`src/rtl/key_decoder_pkg.sv`:
```
// key_decoder_pkg
//   Shared constants and types for the key decoder slice.
//   NBYTES  characters per packed key word
//   DW      character width
//   AW      address width (addresses wrap modulo 2**AW)
//   KEY_W   packed key word width
//   TERM    terminator character
//   state_t decoder FSM encoding (IDLE / SHIFT / DONE)
package key_decoder_pkg;

   localparam int NBYTES = 10;
   localparam int DW     = 8;
   localparam int AW     = 8;
   localparam int KEY_W  = NBYTES * DW;

   localparam logic [DW-1:0] TERM = 8'h00;

   typedef enum logic [1:0] {
      IDLE  = 2'd0,
      SHIFT = 2'd1,
      DONE  = 2'd2
   } state_t;

endpackage

```
`src/rtl/key_decoder_if.sv`:
```
// key_decoder_if
//   Bundles the key-word input handshake and the character output handshake.
//   Handshake rule, both channels: a beat moves on a rising clk edge where
//   valid & ready & ce are all 1; the producer holds its payload stable while
//   valid=1 and ready=0, and valid never depends combinationally on ready.
//   Signals
//     wd_valid / wd_ready  key word offered / decoder idle and enabled
//     wd, base_add         packed key word (char 0 in the MSBs), start address
//     out_valid/out_ready  character offered / downstream accepts
//     out, add, last       character, its address, final-character flag
//     done, byte_cnt       end-of-stream pulse and number of characters emitted
//   Modports
//     slave   decoder side
//     master  key-store / downstream side
interface key_decoder_if;
   import key_decoder_pkg::*;

   logic             wd_valid;
   logic             wd_ready;
   logic [KEY_W-1:0] wd;
   logic [AW-1:0]    base_add;
   logic             out_valid;
   logic             out_ready;
   logic [DW-1:0]    out;
   logic [AW-1:0]    add;
   logic             last;
   logic             done;
   logic [3:0]       byte_cnt;

   modport slave (
      input  wd_valid, wd, base_add, out_ready,
      output wd_ready, out_valid, out, add, last, done, byte_cnt
   );

   modport master (
      output wd_valid, wd, base_add, out_ready,
      input  wd_ready, out_valid, out, add, last, done, byte_cnt
   );

endinterface

```
`src/rtl/key_decoder.sv`:
```
// key_decoder
//   Unpacks one key word (NBYTES characters, MSB first) into a character
//   stream, one character per accepted cycle, each tagged with base_add+index.
//   With TERM_EN=1 the stream stops before the first TERM character.
//   Ports
//     clk        rising-edge clock
//     rst        synchronous active-high reset
//     ce         clock enable; 0 freezes all state, wd_ready forced to 0
//     bus        key_decoder_if.slave (word in, character out, done/byte_cnt)
//     state_dbg  current FSM state
module key_decoder
   import key_decoder_pkg::*;
#(
   parameter bit TERM_EN = 1'b1
) (
   input  logic                clk,
   input  logic                rst,
   input  logic                ce,
   key_decoder_if.slave        bus,
   output state_t              state_dbg
);

   state_t           state;
   // Holds the characters not yet presented; its top DW bits are the next
   // character, which gives the terminator lookahead for free.
   logic [KEY_W-1:0] sr;
   logic [DW-1:0]    out_r;
   logic [AW-1:0]    add_r;
   logic             out_valid_r;
   logic             last_r;
   logic             done_r;
   logic [3:0]       cnt;        // characters presented so far in this word
   logic [3:0]       byte_cnt_r;

   logic [DW-1:0]    wd_c0;
   logic [DW-1:0]    wd_c1;
   logic [DW-1:0]    sr_c0;
   logic [DW-1:0]    sr_c1;

   assign wd_c0 = bus.wd[KEY_W-1 -: DW];
   assign wd_c1 = bus.wd[KEY_W-DW-1 -: DW];
   assign sr_c0 = sr[KEY_W-1 -: DW];
   assign sr_c1 = sr[KEY_W-DW-1 -: DW];

   function automatic logic is_term(input logic [DW-1:0] c);
      return TERM_EN && (c == TERM);
   endfunction

   assign bus.wd_ready  = ce && (state == IDLE);
   assign bus.out_valid = out_valid_r;
   assign bus.out       = out_r;
   assign bus.add       = add_r;
   assign bus.last      = last_r;
   assign bus.done      = done_r;
   assign bus.byte_cnt  = byte_cnt_r;
   assign state_dbg     = state;

   always_ff @(posedge clk) begin
      if (rst) begin
         state       <= IDLE;
         sr          <= '0;
         out_r       <= '0;
         add_r       <= '0;
         out_valid_r <= 1'b0;
         last_r      <= 1'b0;
         done_r      <= 1'b0;
         cnt         <= '0;
         byte_cnt_r  <= '0;
      end else if (ce) begin
         case (state)
            IDLE: begin
               if (bus.wd_valid) begin
                  // Char 0 goes straight to the output register; sr keeps the rest.
                  sr    <= bus.wd << DW;
                  add_r <= bus.base_add;
                  if (is_term(wd_c0)) begin
                     // Empty key: report zero characters without raising out_valid.
                     state      <= DONE;
                     done_r     <= 1'b1;
                     byte_cnt_r <= '0;
                     cnt        <= '0;
                  end else begin
                     state       <= SHIFT;
                     out_valid_r <= 1'b1;
                     out_r       <= wd_c0;
                     cnt         <= 4'd1;
                     last_r      <= is_term(wd_c1);
                  end
               end
            end

            SHIFT: begin
               if (bus.out_ready) begin
                  if (last_r) begin
                     out_valid_r <= 1'b0;
                     last_r      <= 1'b0;
                     state       <= DONE;
                     done_r      <= 1'b1;
                     byte_cnt_r  <= cnt;
                  end else begin
                     out_r  <= sr_c0;
                     sr     <= sr << DW;
                     add_r  <= add_r + 1'b1;
                     cnt    <= (cnt == 4'hF) ? cnt : cnt + 4'd1;
                     // The character now being presented has index cnt.
                     last_r <= (cnt == 4'(NBYTES - 1)) || is_term(sr_c1);
                  end
               end
            end

            DONE: begin
               done_r     <= 1'b0;
               byte_cnt_r <= '0;
               state      <= IDLE;
            end

            default: state <= IDLE;
         endcase
      end
   end

endmodule

```
`src/flat_wrapper.sv`:
```
// flat-port wrapper written by rule: the top's interface ports become plain ports
module key_decoder_flat import key_decoder_pkg::*;
#(
   parameter bit TERM_EN = 1'b1
)
  (clk, rst, ce, state_dbg, bus_wd_valid, bus_wd, bus_base_add, bus_out_ready, bus_wd_ready, bus_out_valid, bus_out, bus_add, bus_last, bus_done, bus_byte_cnt);
  key_decoder_if bus_i ();
  input  logic clk;
  input  logic rst;
  input  logic ce;
  output state_t state_dbg;
  input wire logic [$bits(bus_i.wd_valid)-1:0] bus_wd_valid;
  input wire logic [$bits(bus_i.wd)-1:0] bus_wd;
  input wire logic [$bits(bus_i.base_add)-1:0] bus_base_add;
  input wire logic [$bits(bus_i.out_ready)-1:0] bus_out_ready;
  output wire logic [$bits(bus_i.wd_ready)-1:0] bus_wd_ready;
  output wire logic [$bits(bus_i.out_valid)-1:0] bus_out_valid;
  output wire logic [$bits(bus_i.out)-1:0] bus_out;
  output wire logic [$bits(bus_i.add)-1:0] bus_add;
  output wire logic [$bits(bus_i.last)-1:0] bus_last;
  output wire logic [$bits(bus_i.done)-1:0] bus_done;
  output wire logic [$bits(bus_i.byte_cnt)-1:0] bus_byte_cnt;
  assign bus_i.wd_valid = bus_wd_valid;
  assign bus_i.wd = bus_wd;
  assign bus_i.base_add = bus_base_add;
  assign bus_i.out_ready = bus_out_ready;
  assign bus_wd_ready = bus_i.wd_ready;
  assign bus_out_valid = bus_i.out_valid;
  assign bus_out = bus_i.out;
  assign bus_add = bus_i.add;
  assign bus_last = bus_i.last;
  assign bus_done = bus_i.done;
  assign bus_byte_cnt = bus_i.byte_cnt;
  key_decoder #(.TERM_EN(TERM_EN)) u_core (.clk(clk), .rst(rst), .ce(ce), .bus(bus_i), .state_dbg(state_dbg));
endmodule
```
`config.mk`:
```
export PLATFORM = sky130hd
export DESIGN_NAME = key_decoder_flat
export DESIGN_NICKNAME = d
export VERILOG_FILES = /design/src/rtl/key_decoder_pkg.sv /design/src/rtl/key_decoder_if.sv /design/src/rtl/key_decoder.sv /design/src/flat_wrapper.sv
export SDC_FILE = /design/constraint.sdc
export NUM_CORES = 1
export LEC_CHECK = 0
export CORE_MARGIN = 2
export CORE_UTILIZATION = 50
export DETAILED_ROUTE_END_ITERATION = 10
export PLACE_DENSITY = 0.9
export SLEW_MARGIN = 25
export SYNTH_ARGS = -nofsm -noshare
export SYNTH_HDL_FRONTEND = slang
export SYNTH_SLANG_ARGS = --single-unit
```
`constraint.sdc`:
```
create_clock -name clk -period 2.5 [get_ports clk]
set_clock_uncertainty 0.1 [all_clocks]
set_input_delay 0.5 -clock clk [delete_from_list [all_inputs] [get_ports clk]]
set_output_delay 0.5 -clock clk [all_outputs]
set_load 0.03 [all_outputs]
```
-- Yosys cells after proc, flatten, opt, wreduce, memory -nomap -nowiden
Cells that the tools add are included.
- flip-flop bits (word level): 109
- input port bits: 93
- output and inout bits: 26
- logic and storage cells: 81
- add/sub/neg operators: 2
- equal/unequal tests: 11
- muxes and demuxes: 44
- reductions and logical operators: 15
- operators with widths (kind ; number):
    $mux 80 ; 3
    $pmux 80 s2 ; 1
    $mux 8 ; 7
    $mux 4 ; 8
    $pmux 8 s2 ; 2
    $logic_not 8->1 ; 3
    $reduce_and 6->1 ; 4
    $mux 1 ; 13
    $ne 2x2->1 const B ; 6
    $pmux 4 s3 ; 1
    $reduce_and 5->1 ; 2
    $add 8x1->8 const B ; 1
    $eq 4x4->1 const B ; 2
    $mux 2 ; 4
    $pmux 4 s2 ; 1
    $add 4x1->4 const B ; 1
    $pmux 1 s2 ; 2
    $pmux 2 s2 ; 1
    $reduce_and 4->1 ; 1
    $pmux 1 s3 ; 1
    $reduce_bool 3->1 ; 1
    $eq 2x1->1 const B ; 1
    $eq 2x2->1 const B ; 1
    $logic_not 2->1 ; 1
    other kinds (4) ; 4

-- Depth between registers and ports, before layout
- depth in word-level cells: 5
- depth in mapped cells: 8
- depth with buffers taken out: 6

-- Worst setup path after synthesis
No wires, ideal clock.
- path kind: register -> output
- start: register u_core.state[1] (netlist: u_core.state_dbg[1])
- end: output bus_wd_ready
- arrival time: 1395 ps
- data required time: 1900 ps
- setup slack: 505 ps
- cell stages (with the launch flop): 3
- path buffers: 1
- path through: dfxtp_1 clkbuf_1 nor3b_1
- cells in the longest elaborated chain, start to end: 2
- ends and longest elaborated chain (element ; line ; text):
    from (decl) ; key_decoder.sv:23 ; state_t state;
    from (signal assigned) ; key_decoder.sv:60 ; state <= IDLE;
    from (signal assigned) ; key_decoder.sv:78 ; state <= DONE;
    from (signal assigned) ; key_decoder.sv:83 ; state <= SHIFT;
    $logic_not 2->1 ; key_decoder.sv:49 ; assign bus.wd_ready = ce && (state == IDLE);
    $logic_and 1x1->1 ; key_decoder.sv:49 ;
    to (decl) ; flat_wrapper.sv:16 ; output wire logic [$bits(bus_i.wd_ready)-1:0] bus_wd_ready;
No other way between the ends.

-- Worst setup path after layout
- start: register u_core.state[0] (netlist: u_core.state_dbg[0])
- end: output state_dbg[0]
- RTL lines (element ; line ; text):
    to (decl) ; flat_wrapper.sv:11 ; output state_t state_dbg;
No word-level cell between the ends.

==> key figures <==
Yosys
  – Adder-Cell Fraction of Synth Area: less than 1%
  – Mux contribution to synthesized area: less than 1%
  – Synth area leader: dfxtp_1
  – Number of synthesized register bits: around 100
  – Primary FF master, synth: dfxtp_1
  – Area contributors post-synth: dfxtp_1, nand2_1, a311oi_1
  – Synth cell count leaders: nand2_1, dfxtp_1, nor2_1
  – Syn Nets: roughly 670
  – Fraction of registers with async set or reset after synthesis: 0%
  – Synthesized area per cell: a little over 8 sq um
  – Cells after synthesis: between 500 and 600
  – Yosys warnings: 0
  – Distinct cells, synth: 45
  – Post-synth EDFFs: 0
  – Largest family of logic cells by synthesized area: compound AO/OA/AOI/OAI gates
  – Post-synthesis compound-gate area fraction: between 20% and 30%
  – Synth top area share: a little over two fifths
  – Top-count cell post-synth: nand2_1
  – Synthesized area: around 4800 sq um
  – Simple-gate portion of the synthesized area: about a quarter
  – Post-Synth XOR/XNOR Area: 0%
  – Register area share after synthesis: a little over two fifths

Route
  – Wire per inst: around 15 um
  – Pre-antenna DRT Iters: 5
  – WL final: ~12 mm
  – Vias: about 4500
  – DRT iter0 DRCs: between 300 and 400
  – # DRC: 0
  – DR vias/cell: roughly 5.7
  – Final ANT Viol Nets: 0

CTS
  – Clock root buffer: clkbuf_8
  – Clk_lat worst skew: 0.35 ns
  – CTS tree: yes
  – Cts repair resizes: 0
  – Reg clk slew, reported paths: approximately 0.10 ns
  – Worst-case clock buffer depth: 2
  – H-Tree Depth: 3
  – Post-CTS Hold Buffers: 0
  – Clk sink count: roughly 100
  – Total setup buffers inserted after CTS: 0
  – Cts bufs inserted: 9

STA
  – Post-layout min period: between 2 and 2.5 ns
  – Fin crit share: about nine tenths
  – Worst slew pin tran: between 0.5 and 0.6 ns
  – FMAX: 440.8 MHz
  – Slew Limit Fails: 0
  – Final hold viol count: 0
  – Setup-failing EPs final: 0
  – RSZ-0062 raised after global routing: no
  – Max-slew headroom: between 60% and 70%
  – Setup TNS: 0 ns

Floorplanning
  – Initial Utilization: between 50 and 60%
  – Die footprint: 10310 sq um
  – Boundary pin count: 119
  – Die height: around 100 um
  – Core Area: roughly 9200 sq um
  – Die width: roughly 100 um
  – Rows: 35

Finish
  – Layout area overhead: 29.95%
  – Non-Filler Instances: 796
  – FILL cells: 736
  – Ant diodes: 0
  – Sequential cell area: just over 2000 sq um
  – Proportion of layout cells with a drive suffix above 1: about 8.7%
  – Area of the multi-input gates: 2427 sq um
  – Final Core Density: between 60 and 70%
  – Nets@finish: 758

Critical path
  – Crit end category: output pin
  – CP peak stage delay: about 0.75 ns
  – WS Path Type: flip-flop to output pin
  – Buf/Inv on CP: 1
  – Critical-path top delay cell: clkdlybuf4s50_1
  – Crit-path max FO: 12
  – Worst R2R Path Depth: 5
  – Worst path depth: 1
  – Crit-path cells: clkdlybuf4s50_1
  – Worst EP required: between 1.5 and 2 ns
  – Data arrival time of the worst path: about 1.7 ns
  – Startpoint Class: flip-flop
  – Top delay family on crit path: buffers and inverters

Global routing
  – Number of global-route vias before repair: around 4200
  – Global-route wire length before repair: around 19 mm
  – Largest net degree at the start of global routing: 85
  – Total gr overflow: 0
  – Initial antenna violation count: 0
  – Total GRT Usage: between 20% and 30%

Placed design
  – Placed Cells: roughly 800
  – Placer Congestion: between 0.8 and 0.9
  – Port Buffers: about 120
  – DP HPWL: between 8 and 9 mm

Power
  – Leakage power total: about 2.2 nW
  – PwrDens: approximately 590 nW/um^2
  – Power Total: ~3.7 mW
  – Worst vdd ir: 288.3 uV

Flow run
  – Max_cap viols: 0

Run status
  – Run status: finished, final reports clean

Min path
  – Hold path depth: 2
  – Hold Path Class: primary input to flip-flop
==> routing by layer <==
metal	vias up	share of wire, %	GRT usage [%]
li1	2230	-	-
met2	198	47	37.80
met1	2094	44	30.81
met3	22	7.0	3.589
met5	-	0	0
met4	0	2.1	8.628
==> power breakdown <==
group	switching (mW)	internal (mW)	total (mW)
registers	0.0842	1.73	1.82
clock network	0.568	0.473	1.04
logic	0.425	0.375	0.800
==> area by class of cell <==
cell class | instances | share of cell area, %
multi-input cells | 417 | 39.29
flip-flops and latches | 101 | 32.73
repair buffers | 131 | 22.03
well taps | 129 | 2.612
clock buffers | 10 | 2.066
clock inverters | 6 | 1.154
inverters | 2 | 0.1215
==> worst paths after layout <==
kind,startpoint,to,slack (ns)
hold / removal,rst,u_core.state_dbg[1],0.36
hold reg to reg,u_core.sr[63],u_core.sr[71],0.38
setup / recovery,u_core.state_dbg[0],state_dbg[0],0.23
setup reg to reg,u_core.state_dbg[0],u_core.bus.out[0],0.47
==> layout by cell type (no fill, tap or decap), types with 3 or more instances in the layout <==
cell type	instances
nand3_1	3
buf_4	8
o21ai_0	9
or3_1	3
dfxtp_1	101
a31oi_1	3
ha_1	3
a22oi_1	8
a311oi_1	57
clkdlybuf4s50_1	116
nor3_1	4
nand2_1	159
buf_12	7
a311oi_2	19
a21oi_1	21
a211oi_1	5
nor3b_1	3
clkbuf_8	9
and2_1	5
and3_1	4
a22o_1	4
nor4_1	4
nor2_1	76
==> flip-flops by register name (all words and copies together) (netlist names) <==
name	cells
u_core.bus.add	8
u_core.bus.byte_cnt	4
u_core.bus.done	1
u_core.bus.last	1
u_core.bus.out	8
u_core.bus.out_valid	1
u_core.cnt	4
u_core.sr	72
u_core.state_dbg	2
==> per-stage QoR <==
| step | instance area [sq um] | hold slack [ns] | setup WS, ns |
|---|---|---|---|
| finish | 6178 | 0.3582 | 0.2313 |
| global route | 6178 | 0.3650 | 0.1640 |
| CTS | 6178 | 0.3411 | 0.2214 |
| detailed placement | 5979 | 0.3648 | 0.01365 |
| global placement | 5979 | 0.3619 | 0.08937 |
| floorplan | 4755 | 0.3552 | 0.5052 |
==> logic make-up after synthesis <==
kind of cell,Yosys count
AO/OA/AOI/OAI,140
adder cells (fa/ha/maj),3
buffers and inverters,54
flip-flops,101
multiplexers,1
AND/OR/NAND/NOR,273
Note: power is estimated with default switching activity, not from simulation.
==> RTL edit, RTL diff (same settings) <==
Register the output `state_dbg` once more, without a reset; this adds one clock of latency there. The other outputs are not delayed to match.
--- a/src/rtl/key_decoder.sv
+++ b/src/rtl/key_decoder.sv
@@ -53,7 +53,9 @@
    assign bus.last      = last_r;
    assign bus.done      = done_r;
    assign bus.byte_cnt  = byte_cnt_r;
-   assign state_dbg     = state;
+   always_ff @(posedge clk) begin
+      state_dbg <= state;
+   end
 
    always_ff @(posedge clk) begin
       if (rst) begin
Formal check against the unedited RTL: not equivalent (Yosys sat finds a counterexample within 4 cycles, from zero or initial values and one cycle with rst high).
==> RTL edit against the original RTL <==
- sequential cell count increased by 2
- count of clock-buffer cells in the layout increased by 2
- first-iteration DRC count decreased by 25%
- highest routed layer unchanged
- worst setup slack improved by 0.15 ns
- total power increased by 4.0%
- non-clock buffer count increased by 3
- final area decreased by 1.2%
- area after synthesis decreased by 3.1%
- routed wire length increased by 1.0%
- register-to-register slack improved by 0.03 ns
- via count increased by 1.4%
- global-route usage increased by 1.5 points
==> RTL edit: results (changes against the original RTL) <==
| Metric | Value |
|---|---|
| Placed instance area | `0.00587 mm² (-1.9%)` |
| Met1 usage | `29.6% (-1.2 points)` |
| R2R Path End | `u_core.sr[26]` |
| First-pass GRT wire length | `20000 µm (+3.0%)` |
| Fraction of registers with async set/reset | `0% (unchanged)` |
| Status | `finished clean` |
| Max clock buf depth | `2 (unchanged)` |
| Pwr dens | `623 mW/mm² (+5.2%)` |
| Max FO, Critical Path | `6 (-6)` |
| Wire per inst | `15.5 µm (+1.3%)` |
| Number of global-route vias before repair | `4415 (+4.9%)` |
| Detailed placement HPWL | `8920 µm (+3.5%)` |
| Register area share after synthesis | `44.8% (+2.2 points)` |
| Met2 GRT Util | `42.9% (+5.1 points)` |
| I/O Buffers | `118 (unchanged)` |
| Hold Path Origin | `u_core.sr[40]` |
| Total vias in the final route | `4608 (+1.4%)` |
| Hold crit path type | `reg2reg` |
| Distinct cells, synth | `43 (-4.4%)` |
| Overall routing resource usage | `24.6% (+1.5 points)` |
| Top reg by flops | `u_core.sr` |
| Register-to-register setup slack | `0.50 ns (+0.03 ns)` |
| Reg-to-Reg Start | `u_core.state[0]` |
| Routing usage on met3 | `4.53% (+0.94 points)` |
| Post-synth EDFFs | `0 (unchanged)` |
| Largest net degree at the start of global routing | `53 (-38%)` |
| Worst Path Arrival | `1.52 ns (-0.15 ns)` |
| Max IR drop VDD | `0.330 mV (+14%)` |
| Fillers | `733 (-0.41%)` |
| Largest stage delay, worst path | `0.72 ns (-0.03 ns)` |
| Clock latency at the later pin of the worst-skew pair | `0.38 ns (+0.03 ns)` |
| WHS | `0.380 ns (+0.0222 ns)` |
| Fin nets | `774 (+2.1%)` |
| Synthesized Nets | `679 (+1.6%)` |
| Drt first-iter violations | `238 (-25%)` |
| Post-synth top cells | `159 x nand2_1, 103 x dfxtp_1, 81 x nor2_1` |
| Post_cts resized | `0 (unchanged)` |
| Busiest grt layer | `met2` |
| CTS Buf Count | `9 (unchanged)` |
| Hold Path Depth | `2 (unchanged)` |
| GP Congestion | `0.850 (-4.1%)` |
| LEAKAGE | `2.20 nW (+1.8%)` |
| Largest register FFs | `72 (unchanged)` |
| Worst min-delay path endpoint | `u_core.sr[48]` |
| Ys flop type | `dfxtp_1` |
| # diodes | `0 (unchanged)` |
| Synth top area cells | `dfxtp_1 45%, a311oi_1 14%, nand2_1 13%, nor2_1 6.6%, a21oi_1 2.4%` |
| DRT Pass-1 Iters | `4 (-1)` |
| Slowest CP cell | `clkdlybuf4s50_1` |
| Relative slew slack | `58.4% (-5.8 points)` |
| Fraction of layout cells with a size suffix above 1 | `5.71% (-3.0 points)` |
[RTL edit: cell count changes after synthesis, sizes merged, moves of 3 or more]
cell / unedited run / this run
buf: 34 / 21
clkbuf: 18 / 29
nor2: 76 / 81
a21boi: 0 / 4
a22o: 4 / 0
a32o: 0 / 4
o21a: 1 / 5
a211oi: 5 / 2
nor3b: 3 / 0
or4: 0 / 3
[RTL edit: layer usage]
layer	routed length (µm)	share of wire (%)	up-vias
li1	-	-	2272
met1	5090	41	2136
met2	6140	50	171
met3	800	6.5	29
met4	308	2.5	0
met5	0	0	-
[RTL edit: worst max-delay path by stage]
stage | start | to | slack, ns
finish | u_core.bus.last | bus_last | 0.38
global placement | bus_wd[72] | u_core.bus.byte_cnt[1] | 0.09
detailed placement | bus_wd[76] | u_core.bus.byte_cnt[3] | 0.04
floorplan | bus_wd[76] | u_core.bus.byte_cnt[0] | 0.66
CTS | u_core.bus.last | bus_last | 0.36
global route | bus_wd[76] | u_core.bus.out[5] | 0.26
[RTL edit: metrics by stage]
| stage | total power, W | setup WS [ns] | cells |
|---|---|---|---|
| 3_3_place_gp | 0.00259 | 0.0942 | 778 |
| 2_1_floorplan | 0.00230 | 0.659 | 583 |
| 5_1_grt | 0.00396 | 0.257 | 794 |
| 4_1_cts | 0.00381 | 0.363 | 794 |
| 6_report | 0.00380 | 0.379 | 794 |
| 3_5_place_dp | 0.00262 | 0.0396 | 778 |
[RTL edit: where the power goes]
| group | internal [W] | switching [W] | total [W] |
|---|---|---|---|
| clock | 0.000648 | 0.000568 | 0.00122 |
| combinational | 0.000347 | 0.000393 | 0.000741 |
| sequential | 0.00176 | 0.0000828 | 0.00185 |
| total | 0.00276 | 0.00104 | 0.00380 |
[RTL edit: layout make-up]
class / instances / share of cell area, %
Inverter: 3 / 0.184
Tap cell: 111 / 2.27
Clock buffer: 12 / 2.70
Sequential cell: 103 / 33.8
Timing Repair Buffer: 134 / 21.8
Clock inverter: 4 / 1.25
Multi-Input combinational cell: 427 / 38.0
[RTL edit: kinds of logic (layout without fill, tap and decap cells)]
group / Yosys count / in the layout / share of synthesized area [%]
muxes: 1 / 1 / 0.244
and+or+nand+nor: 282 / 282 / 25.3
DFF: 103 / 103 / 44.8
AOI/OAI and AO/OA: 141 / 141 / 23.7
adders and majority gates: 3 / 3 / 0.815
buffers and inverters: 53 / 153 / 5.19
